### config.mk
export PLATFORM = sky130hd
export DESIGN_NAME = fetch_unit
export DESIGN_NICKNAME = d
export VERILOG_FILES = /design/src/rtl/fetch_pkg.sv /design/src/rtl/fetch_fifo.sv /design/src/rtl/fetch_unit.sv
export SDC_FILE = /design/constraint.sdc
export NUM_CORES = 1
export LEC_CHECK = 0
export ABC_AREA = 1
export BUFFER_PORTS_ARGS = -buffer_cell sky130_fd_sc_hd__buf_2
export CAP_MARGIN = 20
export CORE_UTILIZATION = 55
export DETAILED_ROUTE_END_ITERATION = 6
export PLACE_DENSITY = 0.8
export SLEW_MARGIN = 25
export SYNTH_ARGS = -nofsm -noshare
export SYNTH_HDL_FRONTEND = slang
export SYNTH_SLANG_ARGS = --single-unit
### constraint.sdc
create_clock -name clk -period 5.05 [get_ports clk]
set_input_delay 1.01 -clock clk [delete_from_list [all_inputs] [get_ports clk]]
set_output_delay 1.01 -clock clk [all_outputs]
set_load 0.02 [all_outputs]
### src/rtl/fetch_pkg.sv
// Shared types and constants for the instruction fetch unit and its queue.
package fetch_pkg;

  typedef enum logic [1:0] {IDLE, WAIT, DROP} fetch_state_t;

  localparam logic [31:0] INSTR_BYTES = 32'd4;

  typedef struct packed {
    logic [31:0] pc;
    logic [31:0] instr;
  } fetch_entry_t;

  function automatic logic [31:0] align_pc(input logic [31:0] pc);
    return pc & ~32'h3;
  endfunction

endpackage

### src/rtl/fetch_fifo.sv
// Instruction queue: power-of-two circular buffer, flush and reset clear it synchronously.
module fetch_fifo #(
  parameter int DEPTH = 2,
  parameter int W     = 64
) (
  input  logic         clk,
  input  logic         rst,
  input  logic         push,
  input  logic         pop,
  input  logic         flush,
  input  logic [W-1:0] wdata,
  output logic [W-1:0] rdata,
  output logic         full,
  output logic         empty
);
  localparam int AW = (DEPTH > 1) ? $clog2(DEPTH) : 1;

  logic [W-1:0]  mem [DEPTH];
  logic [AW-1:0] rd_ptr, wr_ptr;
  logic [AW:0]   count;
  logic          do_push, do_pop;

  assign empty   = (count == '0);
  assign full    = (count == (AW+1)'(DEPTH));
  assign do_pop  = pop & ~empty;
  assign do_push = push & (~full | do_pop);
  assign rdata   = mem[rd_ptr];

  always_ff @(posedge clk) begin
    if (do_push) mem[wr_ptr] <= wdata;
  end

  // Flush outranks both push and pop so the queue is empty the following cycle.
  always_ff @(posedge clk) begin
    if (rst || flush) begin
      rd_ptr <= '0;
      wr_ptr <= '0;
      count  <= '0;
    end else begin
      if (do_push) wr_ptr <= wr_ptr + AW'(1);
      if (do_pop)  rd_ptr <= rd_ptr + AW'(1);
      count <= count + (AW+1)'(do_push) - (AW+1)'(do_pop);
    end
  end

endmodule

### src/rtl/fetch_unit.sv
// Instruction fetch: one outstanding memory request at a time, results queued for decode.
module fetch_unit
  import fetch_pkg::*;
#(
  parameter logic [31:0] RESET_PC = 32'h0000_0000,
  parameter int          QDEPTH   = 2
) (
  input  logic        clk,
  input  logic        rst,
  output logic        mem_enable,
  output logic [31:0] mem_addr,
  input  logic        mem_valid,
  input  logic [31:0] mem_result,
  input  logic        redirect,
  input  logic [31:0] redirect_pc,
  output logic        out_valid,
  input  logic        out_ready,
  output logic [31:0] out_instr,
  output logic [31:0] out_pc
);

  fetch_state_t state, state_nxt;
  logic [31:0]  fetch_pc, fetch_pc_nxt;
  logic         enable_nxt;
  logic [31:0]  addr_nxt;
  logic         push, flush, full, empty;
  fetch_entry_t head;

  always_ff @(posedge clk) begin
    if (rst) begin
      state      <= IDLE;
      fetch_pc   <= align_pc(RESET_PC);
      mem_enable <= 1'b0;
      mem_addr   <= '0;
    end else begin
      state      <= state_nxt;
      fetch_pc   <= fetch_pc_nxt;
      mem_enable <= enable_nxt;
      mem_addr   <= addr_nxt;
    end
  end

  always_comb begin
    state_nxt    = state;
    fetch_pc_nxt = fetch_pc;
    enable_nxt   = mem_enable;
    addr_nxt     = mem_addr;
    push         = 1'b0;
    flush        = 1'b0;
    unique case (state)
      IDLE: begin
        if (redirect) begin
          flush        = 1'b1;
          fetch_pc_nxt = align_pc(redirect_pc);
        end else if (!full) begin
          state_nxt  = WAIT;
          enable_nxt = 1'b1;
          addr_nxt   = fetch_pc;
        end
      end
      WAIT: begin
        if (redirect) begin
          flush        = 1'b1;
          fetch_pc_nxt = align_pc(redirect_pc);
          if (mem_valid) begin
            enable_nxt = 1'b0;
            state_nxt  = IDLE;
          end else begin
            state_nxt  = DROP;
          end
        end else if (mem_valid) begin
          push         = 1'b1;
          fetch_pc_nxt = fetch_pc + INSTR_BYTES;
          enable_nxt   = 1'b0;
          state_nxt    = IDLE;
        end
      end
      DROP: begin
        // Stale response still in flight: swallow it without advancing fetch_pc.
        if (redirect) begin
          flush        = 1'b1;
          fetch_pc_nxt = align_pc(redirect_pc);
        end
        if (mem_valid) begin
          enable_nxt = 1'b0;
          state_nxt  = IDLE;
        end
      end
      default: state_nxt = IDLE;
    endcase
  end

  fetch_fifo #(.DEPTH(QDEPTH), .W(64)) u_fifo (
    .clk   (clk),
    .rst   (rst),
    .push  (push),
    .pop   (out_valid & out_ready),
    .flush (flush),
    .wdata ({fetch_pc, mem_result}),
    .rdata (head),
    .full  (full),
    .empty (empty)
  );

  assign out_valid = ~empty;
  assign out_pc    = head.pc;
  assign out_instr = head.instr;

endmodule

==> flow_summary_export.csv <==
group,metric,value,unit
logic_synthesis,yosysWarnings,0,
final_layout,stdcell_count,1128,
routing,drc,0,
die,die_x,125,um
placement,place_inst,1096,
clock_network,postCtsResizedCells,0,
outcome,status,"finished clean",
critical_path,required,4.04,ns
critical_path,rrSetupSlack,2.42,ns
placement,place_area,9200,um^2
sta,worst_slew_pin_slew,0.884,ns
critical_path,critical_path_class,"reg -> out",
sta,fmax,298,MHz
routing,wire_per_inst,15.6,um
routing,vias_per_cell,5.36,
clock_network,insertion_delay,0.43,ns
critical_path,cp-start-kind,"flop",
routing,m1WireLength,7.83,mm
sta,max_slew_margin,41.0,%
logic_synthesis,synth_cell_type_count,37,
clock_network,cts_max_level,4,
clock_network,tritoncts,"done",
final_layout,final_layout_size_suffix_gt1_share,31.5,%
sta,maxSlewViolCount,0,
die,ios,167,
logic_synthesis,postSynthRegisterBits,192,
grt,grt_pass1_wl,28.0,mm
placement,dp_slack,1.88,ns
critical_path,endpoint_kind,"output pin",
placement,gp_congestion,0.889,
routing,topRoutingLayerUsed,"met4",
sta,finalWorstSetupSlack,1.69,ns
final_layout,diodes,0,
die,start_util,56.6,%
power,p_leak,3.74,nW
routing,routed_wl,17.6,mm
logic_synthesis,synthCells,777,
routing,ant_nets,0,
final_layout,nets,1008,
routing,drtPass1Iterations,5,
sta,clock_skew,0.00969,ns
clock_network,clock_path_buffers,2,
final_layout,design_area,9790,um^2
sta,rsz0062_at_grt,"false",
power,powerDensity,353,nW/um^2
grt,grt_use_total,23.1,%
sta,finalCriticalPeriod,3.36,ns
logic_synthesis,yosysSeqAreaShare,61.6,%
clock_network,cts.reportedPaths.clkPinSlew,0.07,ns
clock_network,cts_hold_buffers,0,
sta,finalHoldViolCount,0,
final_layout,area_growth,18.6,%
routing,first_iter_violations,552,
power,ir_drop,0.235,mV
final_layout,multi_input_area,2880,um^2
routing,wl_met2,8.34,mm
critical_path,path_max_fanout,35,
critical_path,rr_startpoint,"state[1]$_SDFFE_PP0P_",
final_layout,fill_cells,1115,
critical_path,timing.rr.end,"u_fifo.mem[1][61]$_DFFE_PP_",
placement,place_hpwl,12.0,mm
grt,grt_pass1_vias,5707,
die,core_area,14600,um^2
placement,portBuffers,160,
final_layout,regArea,5090,um^2
hold_path,whs_path_depth,1,
routing,vias,6046,
clock_network,clockRootBuffer,"clkbuf_16",
sta,setup-tns-final,0,ns
routing,met3_length,1.08,mm
die,rows,44,
logic_synthesis,synthesis.area,8260,um^2
hold_path,holdPathEnd,"mem_enable$_SDFFE_PP0P_",
grt,antenna_found_initial,0,
run,max_cap_viol_count,0,
grt,grt_max_degree,52,
power,fin_total_pwr,3.46,mW
hold_path,hold_class,"reg -> reg",
grt,overflow,0,
clock_network,clock_sinks,192,
critical_path,arrival,2.35,ns
logic_synthesis,syn_avg_cell_area,10.6,um^2
sta,finalSetupViolations,0,
die,die-area,15500,um^2
final_layout,mostFrequentLayoutCell,"buf_2",
sta,timing.final.crit_share,66.5,%
clock_network,post_cts_buffers,0,
hold_path,hold_start,"mem_enable$_SDFFE_PP0P_",
final_layout,final_cell_mix,"buf_2 (160), nand2_1 (147), edfxtp_1 (124)",
clock_network,numCtsBuffers,17,
critical_path,rr_worst_depth,7,
die,chipHeight,125,um
cell type report:
type / count / area share [%]
flip-flops and latches: 192 / 51.9
multi-input cells: 514 / 29.4
repair buffers: 167 / 8.71
clock buffers: 20 / 4.46
well taps: 184 / 2.35
clock inverters: 12 / 1.61
inverters: 39 / 1.49
cell usage after synthesis:
| cell type | count | share of area, % |
|---|---|---|
| buf_4 | 5 | 0.45 |
| buf_1 | 1 | 0.045 |
| nand3_1 | 30 | 1.8 |
| a21oi_2 | 3 | 0.32 |
| buf_2 | 17 | 1.0 |
| a31oi_1 | 2 | 0.15 |
| nor3_2 | 1 | 0.12 |
| nand2_1 | 147 | 6.7 |
| ha_1 | 8 | 1.2 |
| or2_0 | 2 | 0.15 |
| xnor2_1 | 1 | 0.11 |
| nand4_1 | 4 | 0.30 |
| or2_2 | 4 | 0.30 |
| o21bai_1 | 2 | 0.18 |
| mux2_2 | 62 | 8.5 |
| conb_1 | 1 | 0.045 |
| nand3b_4 | 1 | 0.24 |
| o21a_1 | 2 | 0.18 |
| o21ai_0 | 45 | 2.7 |
| clkbuf_1 | 12 | 0.55 |
| nor3_1 | 5 | 0.30 |
| inv_1 | 33 | 1.5 |
| dfxtp_1 | 68 | 16 |
| nor2_2 | 4 | 0.30 |
| xor2_1 | 2 | 0.21 |
| nor2_4 | 8 | 1.1 |
| nand2_4 | 1 | 0.14 |
| a21oi_1 | 51 | 3.1 |
| inv_2 | 6 | 0.27 |
| nand3_2 | 4 | 0.48 |
| o31ai_1 | 1 | 0.091 |
| nor2_1 | 108 | 4.9 |
| edfxtp_1 | 124 | 45 |
| nand2_2 | 4 | 0.30 |
| nand3b_1 | 1 | 0.091 |
| a211oi_1 | 4 | 0.36 |
| o21ai_1 | 3 | 0.18 |
layer usage:
layer | track usage, % | vias up
met3 | 4.73 | 25
met2 | 36.5 | 226
met4 | 9.36 | 0
met5 | 0 | -
met1 | 31.2 | 2837
li1 | - | 2958
stage by stage:
step	util, %	hold slack [ns]
after floorplan	-	0.461
after global placement	63.1	0.469
after detailed placement	63.1	0.474
after CTS	67.1	0.491
after global routing	67.1	0.510
final	67.1	0.495
kinds of logic (layout without fill, tap and decap cells):
| group | count (synthesis) | count (layout) | synth area share [%] |
|---|---|---|---|
| mux | 62 | 62 | 8.46 |
| compound gates | 113 | 113 | 7.29 |
| fa+ha+maj | 8 | 8 | 1.21 |
| flops | 192 | 192 | 61.6 |
| other cells | 1 | 4 | 0.0454 |
| simple gates | 324 | 324 | 17.2 |
| xor+xnor | 3 | 3 | 0.318 |
| buf+inv | 74 | 238 | 3.85 |
power by group:
part           total [mW]  internal, mW  switching [mW]
Combinational       0.304         0.107           0.197
Sequential           1.80          1.74          0.0636
Clock                1.35         0.783           0.570
state kept, by name (all words and copies together), names as in the netlist, named ones only:
signal and count:
u_fifo.count 2, state 2, u_fifo.wr_ptr 1, mem_addr 30
fetch_pc 30, mem_enable 1, u_fifo.mem 124, u_fifo.rd_ptr 1
critical path, cell delays in order (launching register included):
cell	delay (ns)
dfxtp_2	0.87
buf_4	0.48
mux2_2	0.39
buf_2	0.16
worst max path at each step:
stage / start / endpoint / depth (start not counted)
finish: flop / out_pc[21] / 3
global route: flop / out_instr[20] / 3
CTS: flop / out_pc[21] / 3
detailed placement: redirect / u_fifo.mem[0][15]$_DFFE_PP_ / 7
global placement: redirect / u_fifo.mem[0][15]$_DFFE_PP_ / 7
floorplan: redirect / u_fifo.mem[1][0]$_DFFE_PP_ / 5
Note: power is estimated with default switching activity, not from simulation.
